<file path="src/rtl/uart_pkg.sv">
// Shared types for the UART receive path: parity mode, receiver FSM states,
// the FIFO entry layout and the 3-sample majority vote.
package uart_pkg;

  localparam int MAX_PAYLOAD = 9;

  typedef enum logic [1:0] {
    PAR_NONE = 2'd0,
    PAR_ODD  = 2'd1,
    PAR_EVEN = 2'd2
  } parity_e;

  typedef enum logic [2:0] {
    ST_IDLE,
    ST_START,
    ST_DATA,
    ST_PARITY,
    ST_STOP,
    ST_BRK_WAIT
  } rx_state_e;

  // Payload is sized for the widest frame; narrower frames leave the top bits zero.
  typedef struct packed {
    logic                   brk;
    logic                   frame_err;
    logic                   parity_err;
    logic [MAX_PAYLOAD-1:0] data;
  } rx_entry_t;

  function automatic logic maj3(input logic a, input logic b, input logic c);
    return (a & b) | (a & c) | (b & c);
  endfunction

endpackage

</file>
<file path="src/rtl/sync_fifo.sv">
// First-word-fall-through register FIFO with occupancy count and a drop strobe
// for pushes refused while full.
module sync_fifo #(
  parameter int WIDTH = 8,
  parameter int DEPTH = 8
) (
  input  logic                     clk,
  input  logic                     reset,
  input  logic                     push,
  input  logic [WIDTH-1:0]         wr_data,
  input  logic                     pop,
  output logic [WIDTH-1:0]         rd_data,
  output logic                     valid,
  output logic [$clog2(DEPTH):0]   count,
  output logic                     drop
);

  localparam int PTR_W = $clog2(DEPTH);
  localparam int CNT_W = PTR_W + 1;
  localparam logic [CNT_W-1:0] FULL = CNT_W'(DEPTH);

  logic [WIDTH-1:0] mem [DEPTH];
  logic [PTR_W-1:0] wr_ptr, rd_ptr;
  logic             do_push, do_pop;

  assign valid   = (count != '0);
  assign do_pop  = pop & valid;
  // A pop in the same cycle frees the slot, so a full FIFO still accepts.
  assign do_push = push & ((count != FULL) | do_pop);
  assign drop    = push & ~do_push;
  assign rd_data = mem[rd_ptr];

  // NOTE: storage is deliberately not reset; only the pointers and count define validity.
  always_ff @(posedge clk) begin
    if (do_push) mem[wr_ptr] <= wr_data;
  end

  // NOTE: sequential state uses non-blocking assignments so every register samples pre-edge values.
  always_ff @(posedge clk or posedge reset) begin
    if (reset) begin
      wr_ptr <= '0;
      rd_ptr <= '0;
      count  <= '0;
    end else begin
      if (do_push) wr_ptr <= wr_ptr + PTR_W'(1);
      if (do_pop)  rd_ptr <= rd_ptr + PTR_W'(1);
      case ({do_push, do_pop})
        2'b10:   count <= count + CNT_W'(1);
        2'b01:   count <= count - CNT_W'(1);
        default: count <= count;
      endcase
    end
  end

endmodule

</file>
<file path="src/rtl/uart_rx_fifo.sv">
// Oversampling UART receiver with majority-vote bit decisions, parity/framing/break
// detection, feeding a FWFT FIFO with a valid/ready drain port.
module uart_rx_fifo
  import uart_pkg::*;
#(
  parameter int CLK_HZ       = 50_000_000,
  parameter int BIT_RATE     = 9600,
  parameter int PAYLOAD_BITS = 8,
  parameter int STOP_BITS    = 1,
  parameter int PARITY       = 0,
  parameter int OVERSAMPLE   = 16,
  parameter int FIFO_DEPTH   = 8
) (
  input  logic                          clk,
  input  logic                          reset,
  input  logic                          uart_rxd,
  output logic [PAYLOAD_BITS-1:0]       rx_data,
  output logic                          rx_parity_err,
  output logic                          rx_frame_err,
  output logic                          rx_break,
  output logic                          rx_valid,
  input  logic                          rx_ready,
  output logic [$clog2(FIFO_DEPTH):0]   fifo_count,
  output logic                          overflow,
  input  logic                          clear_err
);

  localparam int OS_DIV = CLK_HZ / (BIT_RATE * OVERSAMPLE);
  localparam int DIV_W  = $clog2(OS_DIV + 1);
  localparam int SAMP_W = $clog2(OVERSAMPLE);
  localparam int BIT_W  = $clog2(PAYLOAD_BITS);
  localparam int STOP_W = $clog2(STOP_BITS) + 1;

  localparam logic [DIV_W-1:0]  DIV_LAST  = DIV_W'(OS_DIV - 1);
  localparam logic [SAMP_W-1:0] SAMP_LAST = SAMP_W'(OVERSAMPLE - 1);
  localparam logic [SAMP_W-1:0] VOTE_LO   = SAMP_W'(OVERSAMPLE / 2 - 1);
  localparam logic [SAMP_W-1:0] VOTE_MID  = SAMP_W'(OVERSAMPLE / 2);
  localparam logic [SAMP_W-1:0] VOTE_HI   = SAMP_W'(OVERSAMPLE / 2 + 1);
  localparam logic [BIT_W-1:0]  BIT_LAST  = BIT_W'(PAYLOAD_BITS - 1);
  localparam logic [STOP_W-1:0] STOP_LAST = STOP_W'(STOP_BITS - 1);
  localparam parity_e           PAR_MODE  = parity_e'(PARITY);

  rx_state_e               state, next_state;
  logic                    rxd_meta, rxd_sync, rxd_prev, fall_edge;
  logic [DIV_W-1:0]        div_cnt;
  logic [SAMP_W-1:0]       samp_cnt;
  logic                    tick, vote_stb, clr_samp, bit_val, par_bad, frame_now;
  logic [1:0]              votes;
  logic [PAYLOAD_BITS-1:0] shreg;
  logic [BIT_W-1:0]        bit_cnt;
  logic [STOP_W-1:0]       stop_cnt;
  logic                    par_err, frm_err, push, drop, fifo_valid;
  rx_entry_t               push_entry, head;

  // Synchroniser resets to the idle-high line level so reset never looks like a start edge.
  always_ff @(posedge clk or posedge reset) begin
    if (reset) {rxd_prev, rxd_sync, rxd_meta} <= 3'b111;
    else       {rxd_prev, rxd_sync, rxd_meta} <= {rxd_sync, rxd_meta, uart_rxd};
  end
  assign fall_edge = rxd_prev & ~rxd_sync;

  always_ff @(posedge clk or posedge reset) begin
    if (reset)                                     div_cnt <= '0;
    else if (state == ST_IDLE || div_cnt == DIV_LAST) div_cnt <= '0;
    else                                           div_cnt <= div_cnt + DIV_W'(1);
  end
  assign tick     = (state != ST_IDLE) && (div_cnt == DIV_LAST);
  assign vote_stb = tick && (samp_cnt == VOTE_HI);
  assign bit_val  = maj3(votes[0], votes[1], rxd_sync);

  // In BRK_WAIT the sample counter measures how long the line has stayed high.
  assign clr_samp = (state == ST_IDLE) || (state == ST_BRK_WAIT && !rxd_sync) ||
                    (state == ST_STOP && next_state == ST_BRK_WAIT);

  always_ff @(posedge clk or posedge reset) begin
    if (reset) begin
      samp_cnt <= '0;
      votes    <= '0;
    end else if (clr_samp) begin
      samp_cnt <= '0;
    end else if (tick) begin
      samp_cnt <= (samp_cnt == SAMP_LAST) ? '0 : samp_cnt + SAMP_W'(1);
      if (samp_cnt == VOTE_LO)  votes[0] <= rxd_sync;
      if (samp_cnt == VOTE_MID) votes[1] <= rxd_sync;
    end
  end

  always_comb begin
    case (PAR_MODE)
      PAR_ODD:  par_bad = ~(^shreg ^ bit_val);
      PAR_EVEN: par_bad = ^shreg ^ bit_val;
      default:  par_bad = 1'b0;
    endcase
  end

  always_ff @(posedge clk or posedge reset) begin
    if (reset) begin
      shreg    <= '0;
      bit_cnt  <= '0;
      stop_cnt <= '0;
      par_err  <= 1'b0;
      frm_err  <= 1'b0;
    end else if (state == ST_IDLE) begin
      bit_cnt  <= '0;
      stop_cnt <= '0;
      par_err  <= 1'b0;
      frm_err  <= 1'b0;
    end else if (vote_stb) begin
      case (state)
        ST_DATA: begin
          shreg   <= {bit_val, shreg[PAYLOAD_BITS-1:1]};
          bit_cnt <= bit_cnt + BIT_W'(1);
        end
        ST_PARITY: par_err <= par_bad;
        ST_STOP: begin
          stop_cnt <= stop_cnt + STOP_W'(1);
          if (!bit_val) frm_err <= 1'b1;
        end
        default: ;
      endcase
    end
  end

  always_ff @(posedge clk or posedge reset) begin
    if (reset) state <= ST_IDLE;
    else       state <= next_state;
  end

  // NOTE: every always_comb output gets a default first so no path can infer a latch.
  always_comb begin
    next_state = state;
    push       = 1'b0;
    case (state)
      ST_IDLE:  if (fall_edge) next_state = ST_START;
      ST_START: if (vote_stb)  next_state = bit_val ? ST_IDLE : ST_DATA;
      ST_DATA:
        if (vote_stb && bit_cnt == BIT_LAST)
          next_state = (PAR_MODE == PAR_NONE) ? ST_STOP : ST_PARITY;
      ST_PARITY: if (vote_stb) next_state = ST_STOP;
      ST_STOP:
        if (vote_stb && stop_cnt == STOP_LAST) begin
          push       = 1'b1;
          next_state = bit_val ? ST_IDLE : ST_BRK_WAIT;
        end
      ST_BRK_WAIT:
        if (tick && rxd_sync && samp_cnt == SAMP_LAST) next_state = ST_IDLE;
      default: next_state = ST_IDLE;
    endcase
  end

  assign frame_now = frm_err | ~bit_val;

  always_comb begin
    push_entry                         = '0;
    push_entry.data[PAYLOAD_BITS-1:0]  = shreg;
    push_entry.parity_err              = par_err;
    push_entry.frame_err               = frame_now;
    push_entry.brk                     = (shreg == '0) & frame_now;
  end

  sync_fifo #(
    .WIDTH ($bits(rx_entry_t)),
    .DEPTH (FIFO_DEPTH)
  ) u_fifo (
    .clk     (clk),
    .reset   (reset),
    .push    (push),
    .wr_data (push_entry),
    .pop     (rx_ready),
    .rd_data (head),
    .valid   (fifo_valid),
    .count   (fifo_count),
    .drop    (drop)
  );

  // Set wins over clear so a drop coinciding with clear_err is never lost.
  always_ff @(posedge clk or posedge reset) begin
    if (reset)          overflow <= 1'b0;
    else if (drop)      overflow <= 1'b1;
    else if (clear_err) overflow <= 1'b0;
  end

  // Head fields are masked when empty so the outputs read 0 rather than stale storage.
  assign rx_valid      = fifo_valid;
  assign rx_data       = fifo_valid ? head.data[PAYLOAD_BITS-1:0] : '0;
  assign rx_parity_err = fifo_valid & head.parity_err;
  assign rx_frame_err  = fifo_valid & head.frame_err;
  assign rx_break      = fifo_valid & head.brk;

  logic unused_head_data;
  assign unused_head_data = ^head.data;

endmodule

</file>
<file path="config.mk">
export PLATFORM = sky130hd
export DESIGN_NAME = uart_rx_fifo
export DESIGN_NICKNAME = d
export VERILOG_FILES = /design/src/rtl/uart_pkg.sv /design/src/rtl/sync_fifo.sv /design/src/rtl/uart_rx_fifo.sv
export SDC_FILE = /design/constraint.sdc
export NUM_CORES = 1
export LEC_CHECK = 0
export ABC_AREA = 1
export CORE_AREA = 4 4 130 132
export CTS_CLUSTER_DIAMETER = 60
export DETAILED_ROUTE_END_ITERATION = 12
export DIE_AREA = 0 0 134 136
export GPL_TIMING_DRIVEN = 1
export MAX_ROUTING_LAYER = met4
export SLEW_MARGIN = 20
export SYNTH_ARGS = -nofsm -noshare
export SYNTH_HDL_FRONTEND = slang
export SYNTH_SLANG_ARGS = --single-unit
</file>
<file path="constraint.sdc">
create_clock -name clk -period 3.5 [get_ports clk]
set_input_delay 0.7 -clock clk [delete_from_list [all_inputs] [get_ports clk]]
set_output_delay 0.7 -clock clk [all_outputs]
set_load 0.02 [all_outputs]
</file>
==> flow_metrics.py <==
metrics = {
    "critical_path": {
        "cpMostUsedCell": "o21ai_0",
        "start_kind": "flip-flop",
        "crit_buf_inv": 2,
        "path_cells": "buf_4 -> o21ai_0 -> o22ai_1 -> o21ai_0 -> a31oi_1 -> clkdlybuf4s50_1",
        "reg2regPathDepth": 18,
        "worstPathMaxFanout": 42,
        "cp_data_required_time_ns": 2.80,
        "crit_cells": 6,
        "crit_arrival_ns": 2.58,
        "critPathSlowestCell": "clkdlybuf4s50_1",
        "slowest_delay_ns": 0.66,
        "crit_type": "flip-flop to output pin",
        "end_kind": "output pin",
        "path_delay_family": "buffers and inverters",
    },
    "sta": {
        "fin_crit_sh_pct": 93.73,
        "period_needed_ns": 3.281,
        "worstMarginPinSlew_ns": 0.9367,
        "hold_violations": 0,
        "setup_violations": 0,
        "maxSlewViolCount": 0,
        "relSlewSlack_pct": 37.46,
        "tns_ns": 0,
        "finalClockSkew_ns": 0.009409,
        "rsz0062_at_grt": "false",
        "max_freq_mhz": 304.8,
    },
    "layout": {
        "nets": 558,
        "antenna_cells": 0,
        "layout-drive-gt1-share_pct": 11.57,
        "layout_common_cells": "nor2_1 (83), edfxtp_1 (80), nand2_1 (65)",
        "num-fill-cells": 1483,
        "area_growth_pct": 19.59,
        "final_common_cell": "nor2_1",
    },
    "flow_run": {
        "maxCapViolations": 0,
    },
    "floorplanning": {
        "fp.dieW_um": 134,
        "io_pins": 22,
        "initial_core_util_pct": 34.55,
        "die_height_um": 136,
        "core_um2": 15710,
        "row_count": 46,
        "die_area_um2": 18220,
    },
    "power": {
        "power.density_nw_per_um2": 752.2,
        "p_int_uw": 3227,
        "pwr-share-clk_pct": 33.6,
        "power.total_uw": 4884,
        "comb_power_share_pct": 31.4,
        "swShare_pct": 33.92,
        "netSwitchingPower_uw": 1656,
        "p_seq_share_pct": 35.0,
        "peakVddDrop_v": 0.0003624,
        "power_leakage_uw": 0.002634,
    },
    "routing": {
        "drtAntennaViolNets": 0,
        "via_per_inst": 4.769,
        "firstDrtPassIters": 5,
        "num_vias": 3667,
        "avgRoutedWirePerCell_um": 14.58,
        "drc": 0,
        "drtIter0Drc": 314,
        "drt-total-wl_um": 11210,
    },
    "yosys": {
        "synth.avg_cell_area_um2": 10.75,
        "yosysTopAreaCellShare_pct": 44.25,
        "synth_largest_area_cell": "edfxtp_1",
        "syn_area_um2": 5429,
        "ys_warn_count": 0,
        "ys_types": 38,
        "synth.net_count": 523,
        "synth_seq_cells": 125,
        "synthTopCellsByArea": "edfxtp_1 (44%), dfrtp_1 (19%), nor2_1 (5.7%)",
        "ys_seq_area_share_pct": 65.06,
        "synthCells": 505,
    },
    "global_routing": {
        "grt-ovfl-total": 0,
        "grt_max_degree": 46,
        "grt_pass1_wl_um": 18910,
        "grt_pass1_vias": 3775,
        "antenna_found_initial": 0,
        "grtUsageTotal_pct": 13.68,
    },
    "worst_hold_path": {
        "hold_path_class": "flip-flop to flip-flop",
        "hold_depth": 0,
    },
    "clock_network": {
        "hold_buffers": 0,
        "clock-sinks": 125,
        "cts_buffers": 17,
        "htreeDepth": 4,
        "clk_pin_slew_worst_paths_ns": 0.06,
        "ctsResizeCount": 0,
        "clk_path_buf_depth": 2,
        "insertion_delay_ns": 0.41,
        "tritoncts": "done",
        "post-cts-setup-buffer-count": 0,
        "clockRootBuffer": "clkbuf_16",
    },
    "place": {
        "place.port_buffers": 20,
        "dp_hpwl_um": 7135,
        "gp_congestion": 0.8065,
    },
    "run_status": {
        "status": "finished, final reports clean",
    },
}
## power by group through the flow
| stage | Clock (uW) | Sequential (uW) | Combinational (uW) |
|---|---|---|---|
| final | 1640 | 1710 | 1530 |
| after global routing | 1760 | 1720 | 1720 |
| after CTS | 1680 | 1710 | 1550 |
| after detailed placement | 0 | 1740 | 1540 |
| after global placement | 0 | 1730 | 1510 |
| after floorplan | 0 | 1750 | 962 |
## final timing paths
kind | start | endpoint | slack (ns)
hold / removal | rxd_meta | rxd_sync | 0.35
hold reg to reg | rxd_meta | rxd_sync | 0.35
min in group asynchronous | reset | samp_cnt[0] | 0.83
setup reg to reg | div_cnt[0] | u_fifo.count[3] | 0.69
setup / recovery | u_fifo.rd_ptr[0] | rx_data[5] | 0.22
max in group asynchronous | reset | u_fifo.wr_ptr[1] | 2.10
## flip-flops by register name (all words and copies together), names as in the netlist, 2 cells and up
| name | cells |
|---|---|
| bit_cnt | 3 |
| div_cnt | 9 |
| samp_cnt | 4 |
| shreg | 8 |
| state | 3 |
| u_fifo.count | 4 |
| u_fifo.mem | 80 |
| u_fifo.rd_ptr | 3 |
| u_fifo.wr_ptr | 3 |
| votes | 2 |
## cell usage after synthesis
cell and instances:
nor2_1 83, a31oi_1 10, fa_1 1, xor2_1 8, o211ai_1 1, a21oi_1 5
dfstp_2 3, o31ai_1 1, nand3_4 1, a211oi_1 1, dfrtp_1 42, nor3_1 14
or2_4 1, buf_2 1, clkbuf_1 15, nand3_2 1, o21ai_0 62, nor3b_1 3
nand4_1 5, inv_2 5, nor4_1 4, nand3_1 14, xnor2_1 1, nor2_2 3
edfxtp_1 80, nor2_4 1, and3_1 1, conb_1 1, inv_1 42, nor2_8 1
a22o_1 2, o22ai_1 11, nand2_4 1, buf_1 1, maj3_1 1, nand2_1 65
ha_1 12, buf_4 1
## cell type report
cell class,count,area (um2),area share (%)
Timing Repair Buffer,34,305.3,4.702
Sequential cell,125,3532,54.40
Inverter,47,176.4,2.717
Multi-Input combinational cell,315,1648,25.38
Tap cell,216,270.3,4.163
Clock inverter,15,135.1,2.081
Clock buffer,17,425.4,6.552
## cell families after synthesis
family	share of synthesized area [%]
fa+ha+maj	3.319
buf+inv	4.586
flops	65.06
xor+xnor	1.452
simple gates	16.18
compound gates	9.334
other cells	0.06907
## routing by layer
| metal | routed length, um | GRT usage [%] | vias to the layer above |
|---|---|---|---|
| met1 | 5485 | 18.10 | 1760 |
| met2 | 5131 | 20.49 | 83 |
| met5 | 0 | - | - |
| li1 | - | - | 1811 |
| met3 | 452 | 3.590 | 13 |
| met4 | 144 | 4.800 | 0 |
## through the flow
stage	instances	util, %	instance area (um2)	setup WS [ns]	hold WS [ns]
2_1_floorplan	505	-	5429	0.8194	0.3452
3_3_place_gp	737	37.75	5932	0.5686	0.3463
3_5_place_dp	737	37.75	5932	0.5239	0.3473
4_1_cts	769	41.32	6492	0.2105	0.3557
5_1_grt	769	41.32	6492	0.04800	0.3570
6_report	769	41.32	6492	0.2195	0.3540
No activity file was read; power rests on OpenSTA's default activity.
